`config.mk`:
```
export PLATFORM = sky130hd
export DESIGN_NAME = qupdate_ctrl
export DESIGN_NICKNAME = d
export VERILOG_FILES = /design/src/rtl/qlearn_pkg.sv /design/src/rtl/qmax_tracker.sv /design/src/rtl/qupdate_ctrl.sv
export SDC_FILE = /design/constraint.sdc
export NUM_CORES = 1
export LEC_CHECK = 0
export CAP_MARGIN = 20
export CORE_ASPECT_RATIO = 1.2
export CORE_UTILIZATION = 62
export CTS_CLUSTER_DIAMETER = 60
export DETAILED_ROUTE_END_ITERATION = 10
export PLACE_DENSITY = 0.92
export RECOVER_POWER = 50
export SLEW_MARGIN = 20
export SYNTH_ARGS = -nofsm -noshare
export SYNTH_HDL_FRONTEND = slang
export SYNTH_SLANG_ARGS = --single-unit
```
`constraint.sdc`:
```
create_clock -name i_clk -period 17.5 [get_ports i_clk]
set_input_delay 3.5 -clock i_clk [delete_from_list [all_inputs] [get_ports i_clk]]
set_output_delay 3.5 -clock i_clk [all_outputs]
set_load 0.02 [all_outputs]
```
`src/rtl/qlearn_pkg.sv`:
```
// rtl/qlearn_pkg.sv - shared widths, FSM state type and saturation helper for the Q-update sequencer
package qlearn_pkg;

    localparam int DEF_STATE_W = 6;
    localparam int DEF_ACT_W   = 2;
    localparam int DEF_ADDR_W  = DEF_STATE_W + DEF_ACT_W;
    localparam int DEF_DATA_W  = 32;
    localparam int DEF_FRAC_W  = 16;

    typedef enum logic [2:0] {
        ST_IDLE,
        ST_RD,
        ST_DRAIN,
        ST_CALC,
        ST_WR
    } qstate_t;

    // Clamp a two-bit-wider intermediate back into the signed Q range.
    function automatic logic [DEF_DATA_W-1:0] sat_data(input logic signed [DEF_DATA_W+1:0] x);
        logic signed [DEF_DATA_W+1:0] hi;
        logic signed [DEF_DATA_W+1:0] lo;
        hi = {3'b000, {(DEF_DATA_W-1){1'b1}}};
        lo = {3'b111, {(DEF_DATA_W-1){1'b0}}};
        if (x > hi) begin
            return {1'b0, {(DEF_DATA_W-1){1'b1}}};
        end else if (x < lo) begin
            return {1'b1, {(DEF_DATA_W-1){1'b0}}};
        end
        return x[DEF_DATA_W-1:0];
    endfunction

endpackage

```
`src/rtl/qmax_tracker.sv`:
```
// rtl/qmax_tracker.sv - running signed max/argmax over a stream of next-state Q values
module qmax_tracker
    import qlearn_pkg::*;
#(
    parameter int DATA_W = DEF_DATA_W,
    parameter int ACT_W  = DEF_ACT_W
) (
    input  logic              clk,
    input  logic              rst,
    input  logic              clear,
    input  logic              valid,
    input  logic [DATA_W-1:0] data,
    output logic [DATA_W-1:0] max_val,
    output logic [ACT_W-1:0]  max_idx
);

    logic             first;
    logic [ACT_W-1:0] idx;

    // Strict greater-than keeps the lowest index on ties.
    always_ff @(posedge clk) begin
        if (rst) begin
            first   <= 1'b1;
            idx     <= '0;
            max_val <= '0;
            max_idx <= '0;
        end else if (clear) begin
            first <= 1'b1;
            idx   <= '0;
        end else if (valid) begin
            if (first || ($signed(data) > $signed(max_val))) begin
                max_val <= data;
                max_idx <= idx;
            end
            first <= 1'b0;
            idx   <= idx + 1'b1;
        end
    end

endmodule

```
`src/rtl/qupdate_ctrl.sv`:
```
// rtl/qupdate_ctrl.sv - one tabular Q-learning update per transition; optional QUPDATE_TERMINAL_EN
module qupdate_ctrl
    import qlearn_pkg::*;
#(
    parameter int STATE_W     = DEF_STATE_W,
    parameter int ACT_W       = DEF_ACT_W,
    parameter int ADDR_W      = STATE_W + ACT_W,
    parameter int DATA_W      = DEF_DATA_W,
    parameter int ALPHA_SHIFT = 3,
    parameter int GAMMA_SHIFT = 3
) (
    input  logic               i_clk,
    input  logic               i_rst,
    input  logic               i_valid,
    output logic               o_ready,
    input  logic [STATE_W-1:0] i_state,
    input  logic [ACT_W-1:0]   i_action,
    input  logic [DATA_W-1:0]  i_reward,
    input  logic [STATE_W-1:0] i_next_state,
`ifdef QUPDATE_TERMINAL_EN
    input  logic               i_terminal,
`endif
    output logic [ADDR_W-1:0]  o_addr_r,
    output logic               o_read_en,
    input  logic [DATA_W-1:0]  i_qdata,
    output logic [ADDR_W-1:0]  o_addr_w,
    output logic               o_write_en,
    output logic [DATA_W-1:0]  o_wdata,
    output logic               o_done,
    output logic [ACT_W-1:0]   o_max_act
);

    localparam int NUM_ACT = 1 << ACT_W;
    localparam int CNT_W   = ACT_W + 1;
    localparam int EXT_W   = DATA_W + 2;

    qstate_t state, nxt;

    logic [CNT_W-1:0]   rd_cnt;
    logic [STATE_W-1:0] s_reg, ns_reg;
    logic [ACT_W-1:0]   a_reg;
    logic [DATA_W-1:0]  r_reg, q_reg;
    logic [DATA_W-1:0]  max_val;
    logic [ACT_W-1:0]   max_idx;
    logic               accept, trk_valid;

    logic signed [EXT_W-1:0] m_ext, q_ext, r_ext, g, td, u;

`ifdef QUPDATE_TERMINAL_EN
    logic term_reg;
`endif

    always_comb begin
        nxt        = state;
        o_ready    = 1'b0;
        o_read_en  = 1'b0;
        o_write_en = 1'b0;
        o_done     = 1'b0;
        case (state)
            ST_IDLE: begin
                o_ready = 1'b1;
                if (i_valid) nxt = ST_RD;
            end
            ST_RD: begin
                o_read_en = 1'b1;
                if (rd_cnt == CNT_W'(NUM_ACT)) nxt = ST_DRAIN;
            end
            ST_DRAIN: nxt = ST_CALC;
            ST_CALC:  nxt = ST_WR;
            ST_WR: begin
                o_write_en = 1'b1;
                o_done     = 1'b1;
                nxt        = ST_IDLE;
            end
            default: nxt = ST_IDLE;
        endcase
    end

    assign accept = i_valid && (state == ST_IDLE);
    // Read issued at count k returns at count k+1; count 0 is Q(s,a), the rest are Q(s',*).
    assign trk_valid = ((state == ST_RD) && (rd_cnt >= CNT_W'(2))) || (state == ST_DRAIN);

    qmax_tracker #(.DATA_W(DATA_W), .ACT_W(ACT_W)) u_max (
        .clk     (i_clk),
        .rst     (i_rst),
        .clear   (accept),
        .valid   (trk_valid),
        .data    (i_qdata),
        .max_val (max_val),
        .max_idx (max_idx)
    );

    always_comb begin
`ifdef QUPDATE_TERMINAL_EN
        m_ext = term_reg ? '0 : {{2{max_val[DATA_W-1]}}, max_val};
`else
        m_ext = {{2{max_val[DATA_W-1]}}, max_val};
`endif
        q_ext = {{2{q_reg[DATA_W-1]}}, q_reg};
        r_ext = {{2{r_reg[DATA_W-1]}}, r_reg};
        g     = m_ext - (m_ext >>> GAMMA_SHIFT);
        td    = r_ext + g - q_ext;
        u     = q_ext + (td >>> ALPHA_SHIFT);
    end

    always_ff @(posedge i_clk) begin
        if (i_rst) begin
            state     <= ST_IDLE;
            rd_cnt    <= '0;
            s_reg     <= '0;
            a_reg     <= '0;
            ns_reg    <= '0;
            r_reg     <= '0;
            q_reg     <= '0;
            o_addr_r  <= '0;
            o_addr_w  <= '0;
            o_wdata   <= '0;
            o_max_act <= '0;
`ifdef QUPDATE_TERMINAL_EN
            term_reg  <= 1'b0;
`endif
        end else begin
            state <= nxt;
            if (accept) begin
                s_reg    <= i_state;
                a_reg    <= i_action;
                ns_reg   <= i_next_state;
                r_reg    <= i_reward;
                rd_cnt   <= '0;
                o_addr_r <= {i_state, i_action};
`ifdef QUPDATE_TERMINAL_EN
                term_reg <= i_terminal;
`endif
            end
            if (state == ST_RD) begin
                rd_cnt <= rd_cnt + 1'b1;
                if (rd_cnt < CNT_W'(NUM_ACT)) o_addr_r <= {ns_reg, rd_cnt[ACT_W-1:0]};
                if (rd_cnt == CNT_W'(1)) q_reg <= i_qdata;
            end
            if (state == ST_CALC) begin
                o_wdata   <= sat_data(u);
                o_addr_w  <= {s_reg, a_reg};
                o_max_act <= max_idx;
            end
        end
    end

endmodule
```
==> impl_metrics.toml, run 1 <==
[critical_path]
cpPeakStageDelay_ps = 2870
reg2reg_depth = 24
path_max_fanout = 88
critPathBufInv = 2
crit_type = "input pin to register"
rr_endpoint = "o_wdata[16]"
ff2ff_setup_slack_ps = 10230
crit_family = "buffers and inverters"
cp.depth = 3
cp-start-kind = "input pin"
worstPathArrival_ps = 9450
slowest_stage = "clkbuf_1"
required_ps = 17630
critical_path.endpoint_type = "register"
critPathMostFrequentCell = "clkbuf_1"
r2r-start = "r_reg[2]"
crit_path_cell_trace = "clkbuf_1 -> clkbuf_1 -> a21oi_1"
crit_path_start = "i_rst"

[clocking]
cts_inserted_buffers = 17
insertion_delay_ps = 440
hold_buffers = 0
cts_tree = "done"
htreeDepth = 4
post_cts_buffers = 0
cts_sinks = 171
cts_resized = 0
path_clk_slew_ps = 70
cts_root_buffer = "clkbuf_16"
clockBufferDepth = 2

[sta]
tightest_slew_ps = 4180
setup_viol = 0
final_max_slew_viol_count = 174
post-route-period-util_pct = 53.3
maxSlewHeadroom_pct = -179
rsz0062_at_grt = "false"
period_minus_slack_ps = 9320
holdWs_ps = 454
fmax_mhz = 107
final_hold_viol_count = 0
finClkSkew_ps = 9.11
finalSetupTns_ps = 0

[placement]
dp_hpwl_mm = 23.5
place_congestion = 0.918
io_buffers = 134

[power]
power_leakage_nw = 6.10
power.density_mw_per_mm2 = 174
ir_drop_mv = 0.110

[logic_synthesis]
synth_top_area_share_pct = 28.2
async_flop_share_pct = 0
synth_area_mm2 = 0.0121
yosysTopAreaCell = "dfxtp_1"
synth_edf_count = 0
yosysMostFrequentCell = "nand2_1"
syn_inst = 1439
yosys_warnings = 0
yosysSeqAreaShare_pct = 28.2
ys_top_cells_by_area = "dfxtp_1, fa_1, ha_1"
avgSynthCellArea_um2 = 8.43
ys_types = 81
ys.flop_type = "dfxtp_1"
syn_nets = 1686
synth_seq_cells = 171
synthTopCellsByCount = "nand2_1, dfxtp_1, a21oi_1, inv_1, nor2_1"

[drt]
wl_per_cell_um = 17.7
final_antenna_net_count = 0
drc_errors = 0
via_count = 10751
via_per_inst = 5.98
drtIter0Drc = 624
totalWireLength_mm = 31.8
firstDrtPassIters = 5

[final_layout]
drive_above_1_share_pct = 6.61
diodes = 0
syn_to_final_growth_pct = 16.1
num-nets-final = 1776
fin_util_pct = 74.2

[die]
dieHeight_um = 155
ios = 135
core-area_mm2 = 0.0190
start_util_pct = 63.9
dieWidth_um = 130
rows = 55
design.die.area_mm2 = 0.0201

[grt]
grt_pass1_vias = 11024
grtUsageTotal_pct = 33.2
grt_util_met3_pct = 7.57
grt_start_max_net_pins = 89
global_route.usage.met2_pct = 56.9
antenna_found_initial = 1
top_usage_layer = "met2"
grt_pass1_wl_mm = 52.2
grt-ovfl-total = 0
met1_usage_pct = 35.4

[hold_path]
hold_end = "r_reg[8]"
hold_path_class = "register to register"
hold_start = "r_reg[8]"
holdPathStages = 2

[run_status]
status = "finished with violations"
violations = "max-capacitance violations, max-slew violations"

[run]
drv_cap = 2
-- cell usage in the layout (no fill, tap or decap), types with 9 or more instances in the layout --
cell and n:
a211oi_1 16, a211oi_2 20, a21o_1 27, a21oi_1 147
a311oi_1 10, a31oi_1 10, and3_1 10, clkbuf_16 17
clkdlybuf4s50_1 83, dfxtp_1 171, dlygate4sd3_1 50, fa_1 64
ha_1 102, inv_1 141, maj3_2 20, mux2i_1 35
nand2_1 234, nand3_1 11, nand4_1 10, nor2_1 121
nor3_1 18, o211ai_1 9, o21a_1 12, o21ai_0 31
xnor2_1 27, xor2_1 26
-- where the power goes --
part           internal (W)  total, W  switching (W)
combinational      0.000667   0.00163       0.000961
sequential         0.000421  0.000447      0.0000262
clock              0.000204  0.000378       0.000174
total               0.00129   0.00245        0.00116
-- final cells by class --
| class | instances | area [um2] |
|---|---|---|
| Multi-Input combinational cell | 1059 | 7880 |
| Fill cell | 1373 | 4900 |
| Sequential cell | 171 | 3420 |
| Timing Repair Buffer | 138 | 1360 |
| Inverter | 142 | 533 |
| Clock buffer | 19 | 443 |
| Tap cell | 256 | 320 |
| Clock inverter | 13 | 134 |
-- layer usage --
layer | vias up | wire length (um)
li1 | 5052 | -
met1 | 5099 | 11800
met2 | 449 | 15700
met3 | 149 | 2030
met4 | 2 | 2250
met5 | - | 10
-- worst max path at each step --
stage / endpoint / slack [ps]
2_1_floorplan: o_wdata[10] / 11760
3_3_place_gp: o_wdata[18] / 10640
3_5_place_dp: o_wdata[18] / 10430
4_1_cts: o_wdata[18] / 10370
5_1_grt: o_max_act[1] / 7640
6_report: o_max_act[1] / 8180
-- tightest hold or removal path: cells and delay by family, from the launching register on --
kind               cells  cell delay (ps)
DFF                    1              310
and+or+nand+nor        1               50
AOI/OAI and AO/OA      1               50
-- stage by stage --
step                      worst slack [ps]  power (W)  area [um2]  std cells
after CTS                            10370    0.00243       14100       1798
final                                 8180    0.00245       14100       1798
after global routing                  7640    0.00263       14100       1798
after floorplan                      11760    0.00173       12100       1439
after global placement               10640    0.00199       13500       1766
after detailed placement             10430    0.00203       13500       1766
-- logic make-up after synthesis --
group                      count (synthesis)  share of synthesized area (%)
AOI/OAI and AO/OA                        333                           18.8
xor gates and xnor gates                  55                           4.09
adders and majority gates                190                           23.3
buffers and inverters                    209                           7.20
DFF                                      171                           28.2
muxes                                     36                           2.98
and+or+nand+nor                          445                           15.5
Power figures use the tool's default switching activity.
==> inputs of run 2 (changes only) <==
--- a/config.mk
+++ b/config.mk
@@ -7,10 +7,10 @@
 export LEC_CHECK = 0
 export CAP_MARGIN = 20
 export CORE_ASPECT_RATIO = 1.2
-export CORE_UTILIZATION = 62
+export CORE_UTILIZATION = 58
 export CTS_CLUSTER_DIAMETER = 60
 export DETAILED_ROUTE_END_ITERATION = 10
-export PLACE_DENSITY = 0.92
+export PLACE_DENSITY = 0.87
 export RECOVER_POWER = 50
 export SLEW_MARGIN = 20
 export SYNTH_ARGS = -nofsm -noshare
==> constraint.sdc (replaced) <==
create_clock -name i_clk -period 8.6 [get_ports i_clk]
set_input_delay 1.72 -clock i_clk [delete_from_list [all_inputs] [get_ports i_clk]]
set_output_delay 1.72 -clock i_clk [all_outputs]
set_load 0.02 [all_outputs]
==> impl_metrics.toml, run 2 (synthesized netlist as in run 1, its figures left out) <==
[run_status]
status = "finished with violations"
violations = "max-capacitance violations, max-slew violations"

[grt]
grt-ovfl-total = 0
antenna_found_initial = 0
grt_pass1_vias = 10944
grt_start_max_net_pins = 110
grtUsageTotal_pct = 30.6
grt_pass1_wl_mm = 52.4

[critical_path]
r2r-start = "r_reg[2]"
ff2ff_setup_slack_ps = 1220
crit_type = "input pin to register"
cp-start-kind = "input pin"
critical_path.endpoint_type = "register"
required_ps = 8710
path_max_fanout = 109
worstPathArrival_ps = 7710
reg2reg_depth = 24
rr_endpoint = "o_wdata[25]"

[clocking]
cts_tree = "done"
cts_inserted_buffers = 17
cts_root_buffer = "clkbuf_16"
insertion_delay_ps = 450
htreeDepth = 4
path_clk_slew_ps = 80
cts_sinks = 171
cts_resized = 0
hold_buffers = 0
clockBufferDepth = 2
post_cts_buffers = 0

[drt]
drc_errors = 0
final_antenna_net_count = 0
route.met3.wl_mm = 1.69
via_per_inst = 5.84
wl_met2_mm = 16.1
firstDrtPassIters = 5
wl_per_cell_um = 17.5
wl_met1_mm = 12.4
via_count = 10557
totalWireLength_mm = 31.6
highest_layer = "met4"
drtIter0Drc = 724

[final_layout]
num-nets-final = 1778
drive_above_1_share_pct = 6.74
syn_to_final_growth_pct = 16.7
final_common_cell = "nand2_1"
mostFrequentLayoutCells = "nand2_1, dfxtp_1, a21oi_1"
fin_area_mm2 = 0.0142
diodes = 0
fin_util_pct = 69.4

[sta]
fin_ws_ps = 1000
maxSlewHeadroom_pct = -209
final_max_slew_viol_count = 174
tightest_slew_ps = 4640
finClkSkew_ps = 13.2
post-route-period-util_pct = 88.3
rsz0062_at_grt = "false"
fmax_mhz = 132
finalSetupTns_ps = 0
final_hold_viol_count = 0
setup_viol = 0
period_minus_slack_ps = 7600

[power]
internal_power_w = 0.00261
switchingPower_w = 0.00239
comb_power_share_pct = 66.5
power.share.clock_pct = 15.3
power.density_mw_per_mm2 = 353
seq_power_share_pct = 18.2
switching_share_pct = 47.8
ir_drop_mv = 0.191
power_leakage_nw = 6.08

[placement]
io_buffers = 134
pre_cts_ws_ps = 1530
dp_hpwl_mm = 23.5
place_congestion = 0.939
placed_area_mm2 = 0.0136

[hold_path]
hold_path_class = "register to register"
hold_start = "r_reg[4]"
hold_end = "r_reg[4]"
holdPathStages = 2

[die]
start_util_pct = 59.5
dieWidth_um = 134
design.die.area_mm2 = 0.0215
core-area_mm2 = 0.0204
dieHeight_um = 160
rows = 57
ios = 135

[run]
drv_cap = 2
[run 2: changes by cell type in the layout (fill, tap and decap cells not counted), sizes merged]
cell,change
clkdlybuf4s50,+16
dlygate4sd3,-16
clkinv,+3
buf,+2
bufinv,-1
clkbuf,-1
clkinvlp,-1
[run 2: cell type report]
| cell class | instances | area [um2] |
|---|---|---|
| Clock buffer | 18 | 429 |
| Sequential cell | 171 | 3420 |
| Fill cell | 1675 | 6240 |
| Multi-Input combinational cell | 1059 | 7870 |
| Timing Repair Buffer | 140 | 1420 |
| Tap cell | 265 | 332 |
| Clock inverter | 14 | 155 |
| Inverter | 142 | 533 |
[run 2: how the worst max path moves through the flow]
| stage | depth (start not counted) | slack, ps | startpoint | to |
|---|---|---|---|---|
| after CTS | 24 | 1320 | r_reg[2] | o_wdata[18] |
| after floorplan | 25 | 2860 | r_reg[9] | o_wdata[10] |
| after global placement | 24 | 1810 | r_reg[2] | o_wdata[18] |
| after detailed placement | 24 | 1530 | r_reg[2] | o_wdata[18] |
| final | 3 | 1000 | i_rst | u_max.idx[0] |
| after global routing | 3 | 460 | i_rst | u_max.idx[0] |
[run 2: routing by layer]
layer / up-vias / global-route usage, %
met5: - / 0
met4: 0 / 15.3
li1: 5063 / -
met3: 85 / 5.78
met2: 359 / 55.6
met1: 5050 / 33.8
[run 2: power groups by stage]
stage               clock network (W)  registers [W]  logic [W]
floorplan                           0       0.000935    0.00259
global placement                    0       0.000924    0.00315
detailed placement                  0       0.000926    0.00324
CTS                          0.000771       0.000909    0.00329
global route                 0.000803       0.000918    0.00364
finish                       0.000764       0.000910    0.00333
[run 2: critical path, cell delays in order]
cell,delay (ps)
clkbuf_1,2230
clkbuf_1,3390
nor3_1,310
[run 2: metrics by stage]
stage / instances / hold slack [ps] / power, W
after floorplan: 1439 / 432 / 0.00352
after global placement: 1775 / 439 / 0.00407
after detailed placement: 1777 / 447 / 0.00417
after CTS: 1809 / 456 / 0.00497
after global routing: 1809 / 474 / 0.00536
final: 1809 / 455 / 0.00500
==> inputs of run 3 (changes only) <==
--- a/config.mk
+++ b/config.mk
@@ -10,6 +10,7 @@
 export CORE_UTILIZATION = 58
 export CTS_CLUSTER_DIAMETER = 60
 export DETAILED_ROUTE_END_ITERATION = 10
+export MAX_ROUTING_LAYER = met4
 export PLACE_DENSITY = 0.87
 export RECOVER_POWER = 50
 export SLEW_MARGIN = 20
==> constraint.sdc (replaced) <==
create_clock -name i_clk -period 7.9 [get_ports i_clk]
set_input_delay 1.58 -clock i_clk [delete_from_list [all_inputs] [get_ports i_clk]]
set_output_delay 1.58 -clock i_clk [all_outputs]
set_load 0.02 [all_outputs]
==> impl_metrics.toml, run 3 (synthesized netlist as in run 1, its figures left out) <==
[run_status]
status = "finished with violations"
violations = "max-capacitance violations, max-slew violations"

[drt]
drc_errors = 0
totalWireLength_mm = 31.0
drtIter0Drc = 550
via_count = 10387
firstDrtPassIters = 7
wl_per_cell_um = 17.1
via_per_inst = 5.74
final_antenna_net_count = 0

[critical_path]
crit_type = "register to register"
critical_path.endpoint_type = "register"
required_ps = 8240
cp-start-kind = "register"
worstPathArrival_ps = 7010
path_max_fanout = 25

[power]
power.share.clock_pct = 16.0
comb_power_share_pct = 65.8
switching_share_pct = 47.7
switchingPower_w = 0.00260
ir_drop_mv = 0.221
power_leakage_nw = 6.12
power.density_mw_per_mm2 = 385
internal_power_w = 0.00285
seq_power_share_pct = 18.1

[sta]
final_max_slew_viol_count = 88
period_minus_slack_ps = 6680
post-route-period-util_pct = 84.5
maxSlewHeadroom_pct = -147
finalSetupTns_ps = 0
final_hold_viol_count = 0
setup_viol = 0
rsz0062_at_grt = "false"
fmax_mhz = 150
finClkSkew_ps = 14.1
tightest_slew_ps = 3700

[grt]
grt-ovfl-total = 0
grt_start_max_net_pins = 88
antenna_found_initial = 0
grt_pass1_wl_mm = 51.4
grt_pass1_vias = 10668
grtUsageTotal_pct = 31.1

[die]
start_util_pct = 59.5
dieHeight_um = 160
rows = 57
core-area_mm2 = 0.0204
dieWidth_um = 134
ios = 135
design.die.area_mm2 = 0.0215

[placement]
dp_hpwl_mm = 23.0
io_buffers = 134
place_congestion = 0.919

[clocking]
path_clk_slew_ps = 80
cts_inserted_buffers = 17
cts_root_buffer = "clkbuf_16"
clockBufferDepth = 2
insertion_delay_ps = 450
cts_sinks = 171
cts_resized = 0
post_cts_buffers = 0
htreeDepth = 4
hold_buffers = 0
cts_tree = "done"

[final_layout]
final_common_cell = "nand2_1"
drive_above_1_share_pct = 6.87
diodes = 0
syn_to_final_growth_pct = 16.5
fin_util_pct = 69.3
mostFrequentLayoutCells = "nand2_1, dfxtp_1, a21oi_1"
num-nets-final = 1778

[hold_path]
hold_path_class = "register to register"

[run]
drv_cap = 1
==> run 3: worst paths after layout <==
kind / start / to / slack, ps / cells past startpoint
max: r_reg[4] / o_wdata[18] / 1220 / 25
min: r_reg[12] / r_reg[12] / 460 / 2
max reg2reg: r_reg[4] / o_wdata[18] / 1220 / 25
min reg2reg: r_reg[12] / r_reg[12] / 460 / 2
==> run 3: power by group through the flow <==
stage / logic, W / clock network (W) / registers (W)
after global placement: 0.00346 / 0 / 0.00101
after detailed placement: 0.00352 / 0 / 0.00101
after global routing: 0.00393 / 0.000915 / 0.000997
after CTS: 0.00358 / 0.000877 / 0.000988
final: 0.00359 / 0.000873 / 0.000988
after floorplan: 0.00282 / 0 / 0.00102
==> run 3: critical path, cell delays in order (launching register included) <==
cell and delay, ps:
dfxtp_1 330, inv_1 60, fa_1 520, fa_1 530, inv_1 50, ha_1 340
nand2_1 70, a211o_1 320, a211oi_1 510, o2111a_1 390, a31o_2 200, or2_1 170
a41o_1 280, nor2_1 80, xnor2_1 120, ha_1 340, nand2_1 130, o21ai_0 130
nor3_1 150, o21bai_1 90, a2111oi_0 450, o22a_1 200, buf_4 280, clkinv_1 280
maj3_1 390, o21a_1 170
==> run 3: final cells by class <==
| type | instances | area (um2) |
|---|---|---|
| Clock buffer | 17 | 425 |
| Clock inverter | 15 | 186 |
| Fill cell | 1673 | 6250 |
| Inverter | 142 | 533 |
| Multi-Input combinational cell | 1059 | 7860 |
| Sequential cell | 171 | 3420 |
| Tap cell | 265 | 332 |
| Timing Repair Buffer | 140 | 1380 |
==> run 3: routing by layer <==
metal | GRT usage, % | vias to the layer above | wire (um)
met5 | - | - | 0
met4 | 15.7 | 0 | 1370
met3 | 4.26 | 77 | 1260
met2 | 54.5 | 277 | 15800
met1 | 34.1 | 4966 | 12600
li1 | - | 5067 | -
==> run 3: per-stage QoR <==
| stage | hold WS [ps] | area [um2] | power [W] | instances | worst slack, ps |
|---|---|---|---|---|---|
| floorplan | 432 | 12100 | 0.00383 | 1439 | 2160 |
| finish | 456 | 14100 | 0.00545 | 1809 | 1220 |
| detailed placement | 447 | 13500 | 0.00453 | 1777 | 1360 |
| global route | 477 | 14100 | 0.00584 | 1809 | 854 |
| global placement | 442 | 13500 | 0.00446 | 1777 | 1520 |
| CTS | 458 | 14100 | 0.00544 | 1809 | 1270 |
